## src/rtl/switch_pulse_sequencer_if.sv

```systemverilog
// Control and status bundle for the A/B photonic switch pulse sequencer.
// The master side supplies timing and handshake; the slave side reports switch drive and status.
interface switch_pulse_sequencer_if #(
    parameter int CW = 16,
    parameter int NW = 8
);
    logic          en;
    logic          en_1MHz;
    logic          start;
    logic          abort;
    logic [CW-1:0] t_a;
    logic [CW-1:0] t_b;
    logic [CW-1:0] t_dead;
    logic [NW-1:0] n_cycles;
    logic          sw_a;
    logic          sw_b;
    logic          busy;
    logic          done;
    logic [NW-1:0] cycle_cnt;
    logic [2:0]    state;

    modport master (
        output en, en_1MHz, start, abort, t_a, t_b, t_dead, n_cycles,
        input  sw_a, sw_b, busy, done, cycle_cnt, state
    );

    modport slave (
        input  en, en_1MHz, start, abort, t_a, t_b, t_dead, n_cycles,
        output sw_a, sw_b, busy, done, cycle_cnt, state
    );
endinterface

```

## src/rtl/switch_pulse_sequencer.sv

```systemverilog
// Break-before-make A/B switch sequencer: dead, ON_A, dead, ON_B repeated n_cycles times,
// with every phase timed in 1 MHz ticks.
module switch_pulse_sequencer #(
    parameter int CW = 16,
    parameter int NW = 8
) (
    input  logic                    clk,
    input  logic                    reset,
    switch_pulse_sequencer_if.slave bus
);

    typedef enum logic [2:0] {
        IDLE  = 3'd0,
        DEAD1 = 3'd1,
        ON_A  = 3'd2,
        DEAD2 = 3'd3,
        ON_B  = 3'd4,
        FIN   = 3'd5
    } state_t;

    state_t        state_q, state_d;
    logic [CW-1:0] cnt_q, cnt_d;
    logic [NW-1:0] cyc_q, cyc_d;
    logic [CW-1:0] ta_q, tb_q, td_q;
    logic [NW-1:0] n_q;
    logic          latch;
    logic          tick;
    logic          phase_end;
    logic [CW-1:0] len;
    logic [CW-1:0] len_last;
    logic [NW-1:0] cyc_inc;

    assign tick    = bus.en && bus.en_1MHz;
    assign cyc_inc = cyc_q + NW'(1);

    // A programmed length of 0 behaves as 1, so the last count is 0 in both cases.
    always_comb begin
        len = '0;
        case (state_q)
            DEAD1, DEAD2: len = td_q;
            ON_A:         len = ta_q;
            ON_B:         len = tb_q;
            default:      len = '0;
        endcase
        len_last  = (len == '0) ? '0 : len - CW'(1);
        phase_end = (cnt_q == len_last);
    end

    always_comb begin
        state_d = state_q;
        cnt_d   = cnt_q;
        cyc_d   = cyc_q;
        latch   = 1'b0;
        if (bus.abort) begin
            state_d = IDLE;
            cnt_d   = '0;
        end else begin
            case (state_q)
                IDLE: begin
                    if (bus.start) begin
                        latch   = 1'b1;
                        state_d = DEAD1;
                        cnt_d   = '0;
                        cyc_d   = '0;
                    end
                end
                DEAD1, ON_A, DEAD2, ON_B: begin
                    if (tick) begin
                        if (phase_end) begin
                            cnt_d = '0;
                            case (state_q)
                                DEAD1:   state_d = ON_A;
                                ON_A:    state_d = DEAD2;
                                DEAD2:   state_d = ON_B;
                                default: begin
                                    cyc_d   = cyc_inc;
                                    state_d = ((n_q != '0) && (cyc_inc == n_q)) ? FIN : DEAD1;
                                end
                            endcase
                        end else begin
                            cnt_d = cnt_q + CW'(1);
                        end
                    end
                end
                FIN:     state_d = IDLE;
                default: begin
                    state_d = IDLE;
                    cnt_d   = '0;
                end
            endcase
        end
    end

    // Outputs are decoded from the next state so they change on the same edge as the state.
    always_ff @(posedge clk or negedge reset) begin
        if (!reset) begin
            state_q  <= IDLE;
            cnt_q    <= '0;
            cyc_q    <= '0;
            ta_q     <= '0;
            tb_q     <= '0;
            td_q     <= '0;
            n_q      <= '0;
            bus.sw_a <= 1'b0;
            bus.sw_b <= 1'b0;
            bus.busy <= 1'b0;
            bus.done <= 1'b0;
        end else begin
            state_q  <= state_d;
            cnt_q    <= cnt_d;
            cyc_q    <= cyc_d;
            if (latch) begin
                ta_q <= bus.t_a;
                tb_q <= bus.t_b;
                td_q <= bus.t_dead;
                n_q  <= bus.n_cycles;
            end
            bus.sw_a <= (state_d == ON_A);
            bus.sw_b <= (state_d == ON_B);
            bus.busy <= (state_d != IDLE);
            bus.done <= (state_d == FIN);
        end
    end

    assign bus.cycle_cnt = cyc_q;
    assign bus.state     = state_q;

endmodule

```

## src/flat_wrapper.sv

```systemverilog
// flat-port wrapper written by rule: the top's interface ports become plain ports
module switch_pulse_sequencer_flat 
#(
    parameter int CW = 16,
    parameter int NW = 8
)
  (clk, reset, bus_en, bus_en_1MHz, bus_start, bus_abort, bus_t_a, bus_t_b, bus_t_dead, bus_n_cycles, bus_sw_a, bus_sw_b, bus_busy, bus_done, bus_cycle_cnt, bus_state);
  switch_pulse_sequencer_if #(.CW(CW), .NW(NW)) bus_i ();
  input  logic clk;
  input  logic reset;
  input wire logic [$bits(bus_i.en)-1:0] bus_en;
  input wire logic [$bits(bus_i.en_1MHz)-1:0] bus_en_1MHz;
  input wire logic [$bits(bus_i.start)-1:0] bus_start;
  input wire logic [$bits(bus_i.abort)-1:0] bus_abort;
  input wire logic [$bits(bus_i.t_a)-1:0] bus_t_a;
  input wire logic [$bits(bus_i.t_b)-1:0] bus_t_b;
  input wire logic [$bits(bus_i.t_dead)-1:0] bus_t_dead;
  input wire logic [$bits(bus_i.n_cycles)-1:0] bus_n_cycles;
  output wire logic [$bits(bus_i.sw_a)-1:0] bus_sw_a;
  output wire logic [$bits(bus_i.sw_b)-1:0] bus_sw_b;
  output wire logic [$bits(bus_i.busy)-1:0] bus_busy;
  output wire logic [$bits(bus_i.done)-1:0] bus_done;
  output wire logic [$bits(bus_i.cycle_cnt)-1:0] bus_cycle_cnt;
  output wire logic [$bits(bus_i.state)-1:0] bus_state;
  assign bus_i.en = bus_en;
  assign bus_i.en_1MHz = bus_en_1MHz;
  assign bus_i.start = bus_start;
  assign bus_i.abort = bus_abort;
  assign bus_i.t_a = bus_t_a;
  assign bus_i.t_b = bus_t_b;
  assign bus_i.t_dead = bus_t_dead;
  assign bus_i.n_cycles = bus_n_cycles;
  assign bus_sw_a = bus_i.sw_a;
  assign bus_sw_b = bus_i.sw_b;
  assign bus_busy = bus_i.busy;
  assign bus_done = bus_i.done;
  assign bus_cycle_cnt = bus_i.cycle_cnt;
  assign bus_state = bus_i.state;
  switch_pulse_sequencer #(.CW(CW), .NW(NW)) u_core (.clk(clk), .reset(reset), .bus(bus_i));
endmodule
```

## config.mk

```make
export PLATFORM = sky130hd
export DESIGN_NAME = switch_pulse_sequencer_flat
export DESIGN_NICKNAME = d
export VERILOG_FILES = /design/src/rtl/switch_pulse_sequencer_if.sv /design/src/rtl/switch_pulse_sequencer.sv /design/src/flat_wrapper.sv
export SDC_FILE = /design/constraint.sdc
export NUM_CORES = 1
export LEC_CHECK = 0
export ABC_AREA = 0
export BUFFER_PORTS_ARGS = -buffer_cell sky130_fd_sc_hd__buf_2
export CAP_MARGIN = 5
export CORE_MARGIN = 3
export CORE_UTILIZATION = 53
export DETAILED_ROUTE_END_ITERATION = 12
export GPL_ROUTABILITY_DRIVEN = 0
export PLACE_DENSITY_LB_ADDON = 0.15
export SETUP_SLACK_MARGIN = 0.3
export SYNTH_ARGS = -nofsm -noshare
export SYNTH_HDL_FRONTEND = slang
export SYNTH_SLANG_ARGS = --single-unit
```

## constraint.sdc

```tcl
create_clock -name clk -period 3.4 [get_ports clk]
set_input_delay 0.68 -clock clk [delete_from_list [all_inputs] [get_ports clk]]
set_output_delay 0.68 -clock clk [all_outputs]
set_load 0.05 [all_outputs]
```

==> Word-level counts from Yosys, hierarchy flattened <==
Cells that the tools add are included.
{ "totals": {"regBits": 87, "latch_bits": 0, "ramBits": 0, "romBits": 0, "memories": 0} }
{ "op_classes": {"n_addsub": 3, "n_mul": 0, "div": 0, "magnitude_cmp": 0, "eq_ne": 17, "n_shift": 0, "muxes": 22, "bitwise": 1, "reduce_logical": 12} }
{ "op_table": {"columns": ["cell", "count"], "rows": [
  ["one-hot mux 16 bit (3 select lines)", 2],
  ["2-to-1 mux 16 bit", 5],
  ["2-to-1 mux 8 bit", 4],
  ["adder 16 x 1 -> 16 bit (second input constant)", 1],
  ["equality test 16 bit", 1],
  ["logical NOT 16 bit", 1],
  ["one-hot mux 8 bit (2 select lines)", 1],
  ["subtractor 16 x 1 -> 16 bit (second input constant)", 1],
  ["2-to-1 mux 3 bit", 5],
  ["equality test 3 bit (second input constant)", 4],
  ["equality test 3 x 2 -> 1 bit (second input constant)", 3],
  ["one-hot mux 3 bit (3 select lines)", 1],
  ["adder 8 x 1 -> 8 bit (second input constant)", 1],
  ["equality test 8 bit", 1],
  ["nonzero test 8 bit", 1],
  ["inequality test 2 bit (second input constant)", 3],
  ["one-hot mux 3 bit (2 select lines)", 1],
  ["AND reduction 6 bit", 1],
  ["inequality test 2 x 1 -> 1 bit (second input constant)", 2],
  ["OR reduction 4 bit", 1],
  ["equality test 3 x 1 -> 1 bit (second input constant)", 1],
  ["logical NOT 3 bit", 1],
  ["2-to-1 mux 1 bit", 3],
  ["inequality test 3 x 2 -> 1 bit (second input constant)", 1],
  ["other kinds (8)", 9]
]} }

==> Depth between registers and ports, before layout <==
{ "depth": {"depth_word": 11, "ltp_mapped": 17, "mapped_depth_nobuf": 13} }

==> Least setup slack after synthesis <==
Ideal clock, no wire load.
{ "synth_path": {"path_kind": "flip-flop to flip-flop", "startpoint": "reg u_core.state_q[2], in the netlist u_core.bus.state[2]", "endpoint": "reg u_core.bus.busy", "arrival_time_ps": 3846, "slack_ps": -510, "stages_incl_launch_ff": 15, "period_less_slack_ps": 3910, "path_cell_list": "dfrtp_1 -> buf_2 -> buf_2 -> nand3b_1 -> o211a_1 -> ha_1 -> and4_1 -> nand2_1 -> nor3_1 -> a31oi_1 -> xnor2_1 -> or4b_2 -> o32a_1 -> a221oi_2 -> a211o_1"} }
{ "synth_between": {"elab_chain_cells": 11, "elab_cells_between_ends": 19} }
{ "synth_rtl": {"columns": ["element", "line_no", "text"], "rows": [
  ["start: declaration", "switch_pulse_sequencer.sv:21", "state_t state_q, state_d;"],
  ["start signal: assignment", "switch_pulse_sequencer.sv:109", "state_q <= state_d;"],
  ["equality test 3 x 1 -> 1 bit / equality test 3 x 2 -> 1 bit (equally long branches)", "switch_pulse_sequencer.sv:39, switch_pulse_sequencer.sv:58, switch_pulse_sequencer.sv:71", null],
  ["OR reduction 2 bit", "switch_pulse_sequencer.sv:39", "case (state_q)"],
  ["one-hot mux 16 bit (3 select lines)", "switch_pulse_sequencer.sv:39", null],
  ["subtractor 16 x 1 -> 16 bit / logical NOT 16 bit (equally long branches)", "switch_pulse_sequencer.sv:45", "len_last = (len == '0) ? '0 : len - CW'(1);"],
  ["2-to-1 mux 16 bit", "switch_pulse_sequencer.sv:45", null],
  ["equality test 16 bit", "switch_pulse_sequencer.sv:46", "phase_end = (cnt_q == len_last);"],
  ["2-to-1 mux 3 bit", "switch_pulse_sequencer.sv:69", "if (phase_end) begin"],
  ["2-to-1 mux 3 bit", "switch_pulse_sequencer.sv:68", "if (tick) begin"],
  ["one-hot mux 3 bit (2 select lines) *", "switch_pulse_sequencer.sv:58", "case (state_q)"],
  ["2-to-1 mux 3 bit *", "switch_pulse_sequencer.sv:54", "if (bus.abort) begin"],
  ["nonzero test 3 bit *", "switch_pulse_sequencer.sv:120", "bus.busy <= (state_d != IDLE);"],
  ["end signal: assignment", "switch_pulse_sequencer.sv:120", null],
  ["end: declaration", "switch_pulse_sequencer_if.sv:29", "output sw_a, sw_b, busy, done, cycle_cnt, state"]
]} }
Every way passes the cells marked *; elsewhere a longest branch is shown, timed or not.
A chain may end at the register's enable or synchronous reset.

==> Worst setup path after layout <==
{ "layout_path": {"startpoint": "reg u_core.state_q[2], in the netlist u_core.bus.state[2]", "endpoint": "reg u_core.cnt_q[7]"} }
{ "layout_between": {"elab_chain_cells": 10, "elab_cells_between_ends": 21} }
{ "layout_rtl": {"columns": ["element", "line_no", "text"], "rows": [
  ["equality test 3 x 1 -> 1 bit / equality test 3 x 2 -> 1 bit (equally long branches)", "switch_pulse_sequencer.sv:39, switch_pulse_sequencer.sv:58", null],
  ["OR reduction 2 bit", "switch_pulse_sequencer.sv:39", null],
  ["one-hot mux 16 bit (3 select lines)", "switch_pulse_sequencer.sv:39", null],
  ["subtractor 16 x 1 -> 16 bit / logical NOT 16 bit (equally long branches)", "switch_pulse_sequencer.sv:45", null],
  ["2-to-1 mux 16 bit", "switch_pulse_sequencer.sv:45", null],
  ["equality test 16 bit", "switch_pulse_sequencer.sv:46", null],
  ["2-to-1 mux 16 bit", "switch_pulse_sequencer.sv:69", null],
  ["2-to-1 mux 16 bit", "switch_pulse_sequencer.sv:68", null],
  ["one-hot mux 16 bit (3 select lines)", "switch_pulse_sequencer.sv:58", null],
  ["2-to-1 mux 16 bit", "switch_pulse_sequencer.sv:54", null],
  ["end signal: assignment", "switch_pulse_sequencer.sv:110", "cnt_q <= cnt_d;"],
  ["end: declaration", "switch_pulse_sequencer.sv:22", "logic [CW-1:0] cnt_q, cnt_d;"]
]} }
Parallel ways exist; a longest one is shown, timed or not. The select of a mux whose other input is x is not followed.

==> reports/results.txt <==
status = finished, violations left
Max FO, Critical Path = 8
CTS Buf Count = 9
Setup Crit Path Kind = reg2reg
Syn Area/Cell = 10.1 um^2
DR DRC count = 0
end of the critical path = u_core.cnt_q[7]
cell taking the most area after synthesis = dfrtp_1
Crit. Startpoint = u_core.bus.state[2]
Max Clock Freq = 0.273 GHz
YS warnings = 0
DP Wirelength = 11.4 mm
Max IR drop VDD = 0.473 mV
Final setup viols = 31
die footprint = 11800 um^2
Synthesized Nets = 618
RSZ-0062 raised after global routing = true
Critical Path End Type = flip-flop
Post-Layout Cell Count = 858
min Tclk post-route = 3.66 ns
CP required = 3.67 ns
antenna-violating nets left = 0
Worst Hold Class = in2async
row count = 36
Initial Util = 55.8%
vias in the first global route = 5393
area share of the leading cell type in the synthesized netlist = 39.0%
Antenna Cells = 0
clk_skew = 0.0132 ns
Core Region = 10000 um^2
Max clock buf depth = 2
Clock Latency Late Sink = 0.39 ns
Die Height = 109 um
RR Startpoint = u_core.bus.state[2]
CP arrival = 3.93 ns
failing checks = setup timing
final wirelength = 16.1 mm
GRT Util Overall = 28.0%
Layout Nets = 785
FF+latch area = 2180 um^2
Rel. slew slack = 46.6%
I/O pin count = 77
placed instance count = 815
clk sinks = 87
R2R Setup Slk = -0.26 ns
cell count of the worst reg-to-reg path = 14
number of port buffers = 76
drt wl/cell = 18.8 um
via count = 5268
register area share after synthesis = 39.0%
CP startpoint kind = flip-flop
share of cells above drive strength 1 = 47.7%
first-pass GRT wire length = 25.9 mm
Final Power = 0.00625 W
Hold WS = 0.359 ns
FF-to-FF End = u_core.cnt_q[7]
pwr/cell area = 827 nW/um^2
DR pass1 iterations = 5
Synth area leaders = dfrtp_1 39%, mux2_2 11%, xnor2_1 3.6%
Tcrit/Tclk final = 108%
synthesized flop and latch total = 87
H-tree Lvls = 3
vias per cell = 6.14
Post-Synthesis Cells = 553
Layout fillers = 706
mapped cell area = 5580 um^2
largest net degree at the start of global routing = 62
Multi-input gate area = 3620 um^2
endpoints failing hold = 0
Die Wd = 109 um
Post-synth EDFFs = 0
Slew Viols, Final = 0
Post-synth top flop = dfrtp_1
max_cap viols = 0
worst-margin pin slew = 0.782 ns
DRT iter0 DRCs = 414
clock tree from TritonCTS = yes
Area Overhead vs Synth = 35.3%
Unique masters post-synth = 74
Static Leak = 3.26 nW
Final WS setup = -0.263 ns
grt total ovfl = 0
antenna violations before repair = 0
Synth async-reset ratio = 100%
clock root cell = clkbuf_8
clk slew on worst S/H paths = 0.09 ns
report_power, final:
part           leakage [nW]  switching (W)  internal, W
Combinational          2.10        0.00189      0.00202
Clock                0.0814       0.000409     0.000275
Sequential             1.08       0.000268      0.00139
per-layer routing:
metal  global-route usage, %  wire length (um)
met5                       0                 0
met4                    12.0               388
met3                    6.69               978
met2                    45.3              7890
met1                    36.1              6870
sequential cells by signal (all words and copies together), names as in the netlist:
| register | cells |
|---|---|
| u_core.bus.busy | 1 |
| u_core.bus.state | 3 |
| u_core.bus.sw_a | 1 |
| u_core.bus.sw_b | 1 |
| u_core.bus.cycle_cnt | 8 |
| u_core.bus.done | 1 |
| u_core.cnt_q | 16 |
| u_core.td_q | 16 |
| u_core.n_q | 8 |
| u_core.ta_q | 16 |
| u_core.tb_q | 16 |
worst max-delay path, stage by stage (launching register included):
cell and delay, ns:
dfrtp_2 0.49, buf_6 0.16, or4bb_4 0.53, o211ai_1 0.22
nor2_4 0.11, buf_4 0.18, a21o_1 0.19, a21oi_2 0.19
o2111ai_2 0.15, a2111o_1 0.43, buf_6 0.13, o31a_4 0.35
buf_12 0.17, a21oi_2 0.13, o21ai_1 0.10
stage by stage:
stage / TNS [ns] / worst slack (ns) / instance area (um^2) / util, %
6_report: -5.14 / -0.263 / 7550 / 75.6
5_1_grt: -10.05 / -0.423 / 7550 / 75.6
4_1_cts: -0.857 / -0.111 / 7310 / 73.1
3_5_place_dp: -3.28 / -0.214 / 6730 / 67.3
3_3_place_gp: -2.19 / -0.128 / 6730 / 67.3
2_1_floorplan: -5.23 / -0.268 / 5690 / -
cell usage after synthesis (4+ instances only):
master / number
o211a_2: 5
a211oi_1: 5
or4_1: 4
dfrtp_1: 87
buf_6: 5
nand4bb_1: 8
nand2_1: 35
inv_1: 21
a21oi_1: 25
a22o_1: 4
mux2i_1: 5
xnor2_1: 23
o211ai_1: 12
or3_1: 5
xor2_1: 7
o211a_1: 10
o21ai_1: 12
o21ai_0: 7
mux2_2: 57
nor2_1: 23
and3_1: 12
clkbuf_1: 12
o22ai_1: 4
or4bb_1: 6
nor4_1: 8
nand3b_1: 16
nand2b_1: 4
nand3_1: 20
nor3_1: 15
a31oi_1: 11
o31a_1: 5
buf_2: 7
nand4_1: 11
timing repair:
item,4_1_cts,5_1_grt
pin swaps,22,40
endpoints found under the hold margin,0,0
gates cloned,2,0
resized for setup,60,35
setup buffers,17,8
hold buffers,0,0
setup endpoints to repair,31,31
layout make-up:
| cell class | count | share of cell area [%] |
|---|---|---|
| tap | 133 | 2.20 |
| timing repair buffer | 182 | 17.6 |
| multi-input combinational | 419 | 47.9 |
| inverter | 21 | 1.04 |
| sequential | 87 | 28.9 |
| clock inverter | 6 | 0.679 |
| clock buffer | 10 | 1.69 |
cell usage in the layout (no fill, tap or decap), types with 5 or more instances in the layout:
master,count
xnor2_1,21
a31oi_1,10
nand4bb_1,8
nand4_1,11
o21ai_0,5
buf_4,80
nor2_1,22
mux2_2,56
and3_1,12
o211a_4,5
a21oi_2,11
inv_1,21
nand3b_1,16
a21oi_1,13
or4bb_4,6
xor2_1,6
nand3_1,18
buf_6,22
nor3_1,10
nor4_1,7
clkbuf_8,9
nand2_1,33
o21ai_1,10
buf_2,75
o211ai_1,12
o211a_1,8
dfrtp_1,84
how the worst min path moves through the flow:
stage | from | endpoint
5_1_grt | reset | u_core.td_q[8]
6_report | reset | u_core.td_q[13]
2_1_floorplan | reset | u_core.bus.busy
4_1_cts | reset | u_core.td_q[13]
3_5_place_dp | u_core.tb_q[9] | u_core.tb_q[9]
3_3_place_gp | u_core.ta_q[3] | u_core.ta_q[3]
kinds of logic (layout without fill, tap and decap cells):
family	count (synthesis)	count (layout)	synth area share, %
buf+inv	47	219	4.06
compound gates	127	127	16.6
flops	87	87	39.0
simple gates	197	197	22.6
xor+xnor	30	30	4.71
fa+ha+maj	3	3	0.672
mux	62	62	12.4
(Power assumes the default switching activity.)
